`src/rtl/board_pkg.sv`:
```
// Shared board-level types for the SDRAM read-port arbiter.
// State and requester enums are kept here so debug probes decode them by name.
package board_pkg;

    typedef enum logic [1:0] {
        IDLE     = 2'd0,
        CPU_WAIT = 2'd1,
        BG_WAIT  = 2'd2,
        DONE     = 2'd3
    } arb_state_t;

    typedef enum logic {
        REQ_CPU = 1'b0,
        REQ_BG  = 1'b1
    } sdr_requester_t;

    localparam int STARVE_W = 4;

endpackage

```
`src/rtl/sdram_arbiter_if.sv`:
```
// Toggle-handshake bundle around the arbiter: CPU fill port, GA25 fetch port, SDRAM controller port.
// 'master' is the arbiter's view; 'slave' is the view of the requesters and controller around it.
interface sdram_arbiter_if #(
    parameter int ADDR_W = 25
);
    logic [ADDR_W-1:0] cpu_addr;
    logic              cpu_req;
    logic              cpu_rdy;
    logic [63:0]       cpu_data;

    logic [ADDR_W-1:0] bg_addr;
    logic              bg_64bit;
    logic              bg_req;
    logic              bg_rdy;
    logic [63:0]       bg_data;

    logic [ADDR_W-1:0] sdr_addr;
    logic              sdr_64bit;
    logic              sdr_req;
    logic              sdr_rdy;
    logic [63:0]       sdr_data;

    logic              busy;

    modport master (
        input  cpu_addr, cpu_req, bg_addr, bg_64bit, bg_req, sdr_rdy, sdr_data,
        output cpu_rdy, cpu_data, bg_rdy, bg_data, sdr_addr, sdr_64bit, sdr_req, busy
    );

    modport slave (
        output cpu_addr, cpu_req, bg_addr, bg_64bit, bg_req, sdr_rdy, sdr_data,
        input  cpu_rdy, cpu_data, bg_rdy, bg_data, sdr_addr, sdr_64bit, sdr_req, busy
    );
endinterface

```
`src/rtl/sdram_arbiter.sv`:
```
// Shares the SDRAM read port between the CPU ROM fill and GA25 tile fetch, video first,
// with a starvation limit on consecutive BG grants while the CPU waits.
module sdram_arbiter
    import board_pkg::*;
#(
    parameter int ADDR_W       = 25,
    parameter int BG_BURST_MAX = 4
) (
    input  logic            clk,
    input  logic            reset,
    sdram_arbiter_if.master bus
);

    localparam logic [STARVE_W-1:0] STARVE_MAX = STARVE_W'(BG_BURST_MAX);

    arb_state_t          state;
    sdr_requester_t      owner;
    logic [STARVE_W-1:0] starve;

    logic [ADDR_W-1:0] sdr_addr_q;
    logic              sdr_64bit_q;
    logic              sdr_req_q;
    logic              cpu_rdy_q;
    logic              bg_rdy_q;
    logic [63:0]       cpu_data_q;
    logic [63:0]       bg_data_q;
    logic              busy_q;

    logic pend_cpu;
    logic pend_bg;
    logic grant_bg;
    logic grant_cpu;

    // BG wins unless the CPU has already been passed over BG_BURST_MAX times in a row.
    always_comb begin
        pend_cpu  = bus.cpu_req ^ cpu_rdy_q;
        pend_bg   = bus.bg_req ^ bg_rdy_q;
        grant_bg  = pend_bg && !(pend_cpu && (starve == STARVE_MAX));
        grant_cpu = !grant_bg && pend_cpu;
    end

    // NOTE: state uses non-blocking assignments so every register samples pre-edge values.
    always_ff @(posedge clk) begin
        if (reset) begin
            state       <= IDLE;
            owner       <= REQ_CPU;
            starve      <= '0;
            sdr_addr_q  <= '0;
            sdr_64bit_q <= 1'b0;
            sdr_req_q   <= 1'b0;
            cpu_rdy_q   <= 1'b0;
            bg_rdy_q    <= 1'b0;
            // NOTE: the 64-bit data holders are plain registers, so clearing them on reset is cheap.
            cpu_data_q  <= '0;
            bg_data_q   <= '0;
            busy_q      <= 1'b0;
        end else begin
            unique case (state)
                IDLE: begin
                    if (grant_bg) begin
                        sdr_addr_q  <= bus.bg_addr;
                        sdr_64bit_q <= bus.bg_64bit;
                        sdr_req_q   <= ~sdr_req_q;
                        owner       <= REQ_BG;
                        busy_q      <= 1'b1;
                        state       <= BG_WAIT;
                        if (pend_cpu)
                            starve <= (starve == STARVE_MAX) ? starve : starve + 1'b1;
                        else
                            starve <= '0;
                    end else if (grant_cpu) begin
                        sdr_addr_q  <= bus.cpu_addr;
                        sdr_64bit_q <= 1'b1;
                        sdr_req_q   <= ~sdr_req_q;
                        owner       <= REQ_CPU;
                        busy_q      <= 1'b1;
                        starve      <= '0;
                        state       <= CPU_WAIT;
                    end
                end
                CPU_WAIT: begin
                    if (bus.sdr_rdy == sdr_req_q) begin
                        cpu_data_q <= bus.sdr_data;
                        state      <= DONE;
                    end
                end
                BG_WAIT: begin
                    if (bus.sdr_rdy == sdr_req_q) begin
                        bg_data_q <= bus.sdr_data;
                        state     <= DONE;
                    end
                end
                DONE: begin
                    // One extra cycle so the next IDLE grant sees the refreshed rdy toggle.
                    if (owner == REQ_CPU) cpu_rdy_q <= ~cpu_rdy_q;
                    else                  bg_rdy_q  <= ~bg_rdy_q;
                    busy_q <= 1'b0;
                    state  <= IDLE;
                end
                default: state <= IDLE;
            endcase
        end
    end

    assign bus.sdr_addr  = sdr_addr_q;
    assign bus.sdr_64bit = sdr_64bit_q;
    assign bus.sdr_req   = sdr_req_q;
    assign bus.cpu_rdy   = cpu_rdy_q;
    assign bus.cpu_data  = cpu_data_q;
    assign bus.bg_rdy    = bg_rdy_q;
    assign bus.bg_data   = bg_data_q;
    assign bus.busy      = busy_q;

endmodule

```
`src/flat_wrapper.sv`:
```
// flat-port wrapper written by rule: the top's interface ports become plain ports
module sdram_arbiter_flat import board_pkg::*;
#(
    parameter int ADDR_W       = 25,
    parameter int BG_BURST_MAX = 4
)
  (clk, reset, bus_cpu_addr, bus_cpu_req, bus_bg_addr, bus_bg_64bit, bus_bg_req, bus_sdr_rdy, bus_sdr_data, bus_cpu_rdy, bus_cpu_data, bus_bg_rdy, bus_bg_data, bus_sdr_addr, bus_sdr_64bit, bus_sdr_req, bus_busy);
  sdram_arbiter_if #(.ADDR_W(ADDR_W)) bus_i ();
  input  logic clk;
  input  logic reset;
  input wire logic [$bits(bus_i.cpu_addr)-1:0] bus_cpu_addr;
  input wire logic [$bits(bus_i.cpu_req)-1:0] bus_cpu_req;
  input wire logic [$bits(bus_i.bg_addr)-1:0] bus_bg_addr;
  input wire logic [$bits(bus_i.bg_64bit)-1:0] bus_bg_64bit;
  input wire logic [$bits(bus_i.bg_req)-1:0] bus_bg_req;
  input wire logic [$bits(bus_i.sdr_rdy)-1:0] bus_sdr_rdy;
  input wire logic [$bits(bus_i.sdr_data)-1:0] bus_sdr_data;
  output wire logic [$bits(bus_i.cpu_rdy)-1:0] bus_cpu_rdy;
  output wire logic [$bits(bus_i.cpu_data)-1:0] bus_cpu_data;
  output wire logic [$bits(bus_i.bg_rdy)-1:0] bus_bg_rdy;
  output wire logic [$bits(bus_i.bg_data)-1:0] bus_bg_data;
  output wire logic [$bits(bus_i.sdr_addr)-1:0] bus_sdr_addr;
  output wire logic [$bits(bus_i.sdr_64bit)-1:0] bus_sdr_64bit;
  output wire logic [$bits(bus_i.sdr_req)-1:0] bus_sdr_req;
  output wire logic [$bits(bus_i.busy)-1:0] bus_busy;
  assign bus_i.cpu_addr = bus_cpu_addr;
  assign bus_i.cpu_req = bus_cpu_req;
  assign bus_i.bg_addr = bus_bg_addr;
  assign bus_i.bg_64bit = bus_bg_64bit;
  assign bus_i.bg_req = bus_bg_req;
  assign bus_i.sdr_rdy = bus_sdr_rdy;
  assign bus_i.sdr_data = bus_sdr_data;
  assign bus_cpu_rdy = bus_i.cpu_rdy;
  assign bus_cpu_data = bus_i.cpu_data;
  assign bus_bg_rdy = bus_i.bg_rdy;
  assign bus_bg_data = bus_i.bg_data;
  assign bus_sdr_addr = bus_i.sdr_addr;
  assign bus_sdr_64bit = bus_i.sdr_64bit;
  assign bus_sdr_req = bus_i.sdr_req;
  assign bus_busy = bus_i.busy;
  sdram_arbiter #(.ADDR_W(ADDR_W), .BG_BURST_MAX(BG_BURST_MAX)) u_core (.clk(clk), .reset(reset), .bus(bus_i));
endmodule
```
`config.mk`:
```
export PLATFORM = sky130hd
export DESIGN_NAME = sdram_arbiter_flat
export DESIGN_NICKNAME = d
export VERILOG_FILES = /design/src/rtl/board_pkg.sv /design/src/rtl/sdram_arbiter_if.sv /design/src/rtl/sdram_arbiter.sv /design/src/flat_wrapper.sv
export SDC_FILE = /design/constraint.sdc
export NUM_CORES = 1
export LEC_CHECK = 0
export CORE_ASPECT_RATIO = 1.2
export CORE_UTILIZATION = 41
export CTS_BUF_LIST = sky130_fd_sc_hd__clkbuf_16
export DETAILED_ROUTE_END_ITERATION = 12
export PLACE_DENSITY = 0.8
export REMOVE_ABC_BUFFERS = 1
export SETUP_SLACK_MARGIN = 0.4
export SLEW_MARGIN = 5
export SYNTH_ARGS = -nofsm -noshare
export SYNTH_HDL_FRONTEND = slang
export SYNTH_SLANG_ARGS = --single-unit
```
`constraint.sdc`:
```
create_clock -name clk -period 2.24 [get_ports clk]
set_input_delay 0.336 -clock clk [delete_from_list [all_inputs] [get_ports clk]]
set_output_delay 0.336 -clock clk [all_outputs]
set_load 0.005 [all_outputs]
```
==> impl_metrics.json <==
{
  "tritoncts_clock_tree": "done",
  "maxSlewViolCount": 0,
  "p_per_cell_area_mw_per_mm2": 1050,
  "initial_standard_cell_utilization_of_the_core_pct": 42.12,
  "dp_hpwl_um": 12890,
  "fin_worst_skew_ns": 0.005480,
  "synth-async-reset-ratio_pct": 0,
  "final_core_utilization_pct": 67.46,
  "timing.critical_path.buf_inv": 1,
  "worstHoldPathType": "in -> reg",
  "synth_seq_area_share_pct": 54.18,
  "p_leak_nw": 3.447,
  "vias": 6106,
  "dpl.cell_count": 1210,
  "antenna-diode-count": 0,
  "tightestPinTransition_ns": 0.5094,
  "critPathMaxStageDelay_ns": 0.55,
  "gp_congestion": 0.7744,
  "reg2reg_depth": 7,
  "fp.dieArea_mm2": 0.01536,
  "layout_common_cells": "nand2_1 (284), clkdlybuf4s50_1 (276), dfxtp_1 (165), a21oi_1 (154), nor2_1 (35)",
  "antenna_violations_before_repair": 0,
  "run_status": "finished clean",
  "startpoint_class": "flip-flop",
  "clk_pin_slew_ns": 0.06,
  "cell_chain_critical_path": "clkdlybuf4s50_1",
  "drv.max_cap_violation_count": 0,
  "final_hold_vios": 0,
  "synth_top_flop_cell": "dfxtp_1",
  "timing.slew.headroom_pct": 65.79,
  "boundaryPins": 278,
  "synth_edf_count": 0,
  "finalCritPeriodShare_pct": 78.75,
  "clk_latency_ns": 0.42,
  "cts_root_buffer_type": "clkbuf_16",
  "grt_remaining_overflow": 0,
  "numClockSinks": 165,
  "detail_route.iter0.violations": 375,
  "regToRegStartpoint": "u_core.starve[0]",
  "grt.total_usage_pct": 23.29,
  "maximum_vdd_drop_v": 0.0005747,
  "clock_tree.htree_level_count": 4,
  "synth.ff_latch_count": 165,
  "path_max_fanout": 4,
  "std_cell_rows": 48,
  "timing.critical_path.from": "u_core.bus.cpu_rdy",
  "fraction_of_layout_instances_using_a_drive_strength_above_1_pct": 5.764,
  "grt_setup_unrepaired": "true",
  "min_from": "reset",
  "maximum_number_of_pins_on_one_net_before_global_route_repair": 66,
  "port_buffers": 277,
  "critPathKind": "reg -> out",
  "first_pass_grt_wire_length_um": 27930,
  "via_count_of_the_first_global_routing_pass": 5623,
  "drt_pre_antenna_iters": 4,
  "synth.top_cell.area_share_pct": 54.18,
  "routed_wire_length_per_instance_um": 14.74,
  "worstPathArrival_ns": 1.43,
  "multi_input_area_mm2": 0.002569,
  "yosys.area.top_type": "dfxtp_1",
  "width_of_the_die_um": 113.3,
  "nNetsFinal": 1156,
  "max_freq_mhz": 566.9,
  "worst-endpoint-required_ns": 1.90,
  "area_delta_synth_final_pct": 60.15,
  "top_family_by_delay_on_critical_path": "buffers and inverters",
  "bufs_on_longest_clock_path": 2,
  "yosysUniqueCellTypes": 35,
  "cts_post_setup_buffers_inserted": 0,
  "placeableCoreArea_mm2": 0.01447,
  "end_of_the_worst_hold_path": "u_core.bus.bg_rdy",
  "end_kind": "output port",
  "dieHeight_um": 135.6,
  "netlist_area_mm2": 0.006097,
  "post_layout_nonfiller_instances": 1241,
  "layout_min_cycle_time_ns": 1.764,
  "final.hold.worst_slack_ns": 0.3432,
  "detail_route.wirelength_um": 18300,
  "seqCellArea_mm2": 0.003303,
  "syn_inst": 771,
  "post_drt_via_cell_ratio": 4.920,
  "final_common_cell": "nand2_1",
  "postRouteAntennaNets": 0,
  "synthTopCellsByArea": "dfxtp_1 (54%), nand2_1 (18%), a21oi_1 (13%), a211oi_1 (3.3%), clkbuf_1 (2.2%)",
  "hold_depth": 2,
  "fillCellCount": 1193,
  "slowest_stage": "clkdlybuf4s50_1",
  "reg_to_reg_setup_timing_slack_ns": 0.54,
  "drc": 0,
  "synth.yosys.warnings": 0,
  "syn_area_per_cell_um2": 7.908,
  "finalSetupViolations": 0,
  "cts_buffers": 17,
  "regToRegEndpoint": "u_core.state[0]"
}
-- cell type report --
type	count	area share (%)
Tap cell	200	2.563
Inverter	6	0.2307
Clock inverter	14	1.756
Timing Repair Buffer	294	30.96
Multi-Input combinational cell	545	26.31
Clock buffer	17	4.357
Sequential cell	165	33.83
-- routing by layer --
metal  track usage [%]  up-vias  part of all wire, %
li1                  -     3044                    -
met1             24.25     2800                   38
met5                 0        -                    0
met2             41.79      240                   50
met3             9.441       22                  9.7
met4             8.845        0                  1.9
-- metrics by stage --
stage | instance area, um^2 | setup WS, ns | setup TNS [ns] | total power, mW
floorplan | 5873 | -0.2843 | -8.075 | 5.345
global placement | 9158 | 0.1746 | 0 | 7.328
detailed placement | 9158 | 0.1173 | 0 | 7.394
CTS | 9754 | 0.4473 | 0 | 10.34
global route | 9764 | 0.3947 | 0 | 10.86
finish | 9764 | 0.4760 | 0 | 10.26
-- registers in the layout (all words and copies together), names as in the netlist --
signal and cells:
u_core.state 2, u_core.bus.sdr_64bit 1, u_core.bus.bg_rdy 1, u_core.bus.cpu_data 64
u_core.bus.sdr_addr 25, u_core.bus.cpu_rdy 1, u_core.bus.bg_data 64, u_core.bus.busy 1
u_core.starve 4, u_core.bus.sdr_req 1, u_core.owner 1
-- what timing repair did --
action	4_1_cts	5_1_grt
resized for setup	0	2
setup endpoints to repair	0	15
endpoints found under the hold margin	0	0
hold buffers	0	0
-- power breakdown --
group	internal, mW	total, mW	switching [mW]	leakage (nW)
registers	3.47	3.77	0.293	1.34
clock network	1.67	2.91	1.24	0.281
logic	1.83	3.58	1.74	1.82
-- synth_stat cells (all sizes together) (3+ instances only) --
| master | number |
|---|---|
| a21oi | 154 |
| dfxtp | 165 |
| a211oi | 27 |
| nand2 | 286 |
| ha | 7 |
| xnor2 | 5 |
| o21ai | 4 |
| a31oi | 3 |
| inv | 6 |
| clkbuf | 36 |
| nor2 | 35 |
| xor2 | 3 |
| buf | 19 |
-- logic make-up after synthesis --
group / after synthesis / synth area share (%)
buffers and inverters: 61 / 4.043
xor gates and xnor gates: 8 / 1.272
and+or+nand+nor: 334 / 21.20
DFF: 165 / 54.18
adders and majority gates: 7 / 1.436
AOI/OAI and AO/OA: 195 / 17.69
muxes: 1 / 0.1847
-- how the worst max path moves through the flow --
stage | endpoint | slack (ns) | cells after the start
after floorplan | u_core.bus.sdr_addr[0] | -0.28 | 4
after global placement | u_core.starve[2] | 0.17 | 5
after detailed placement | u_core.starve[2] | 0.12 | 5
after CTS | bus_cpu_rdy | 0.45 | 1
after global routing | u_core.bus.sdr_addr[5] | 0.39 | 5
final | bus_cpu_rdy | 0.48 | 1
Power figures use the tool's default switching activity.
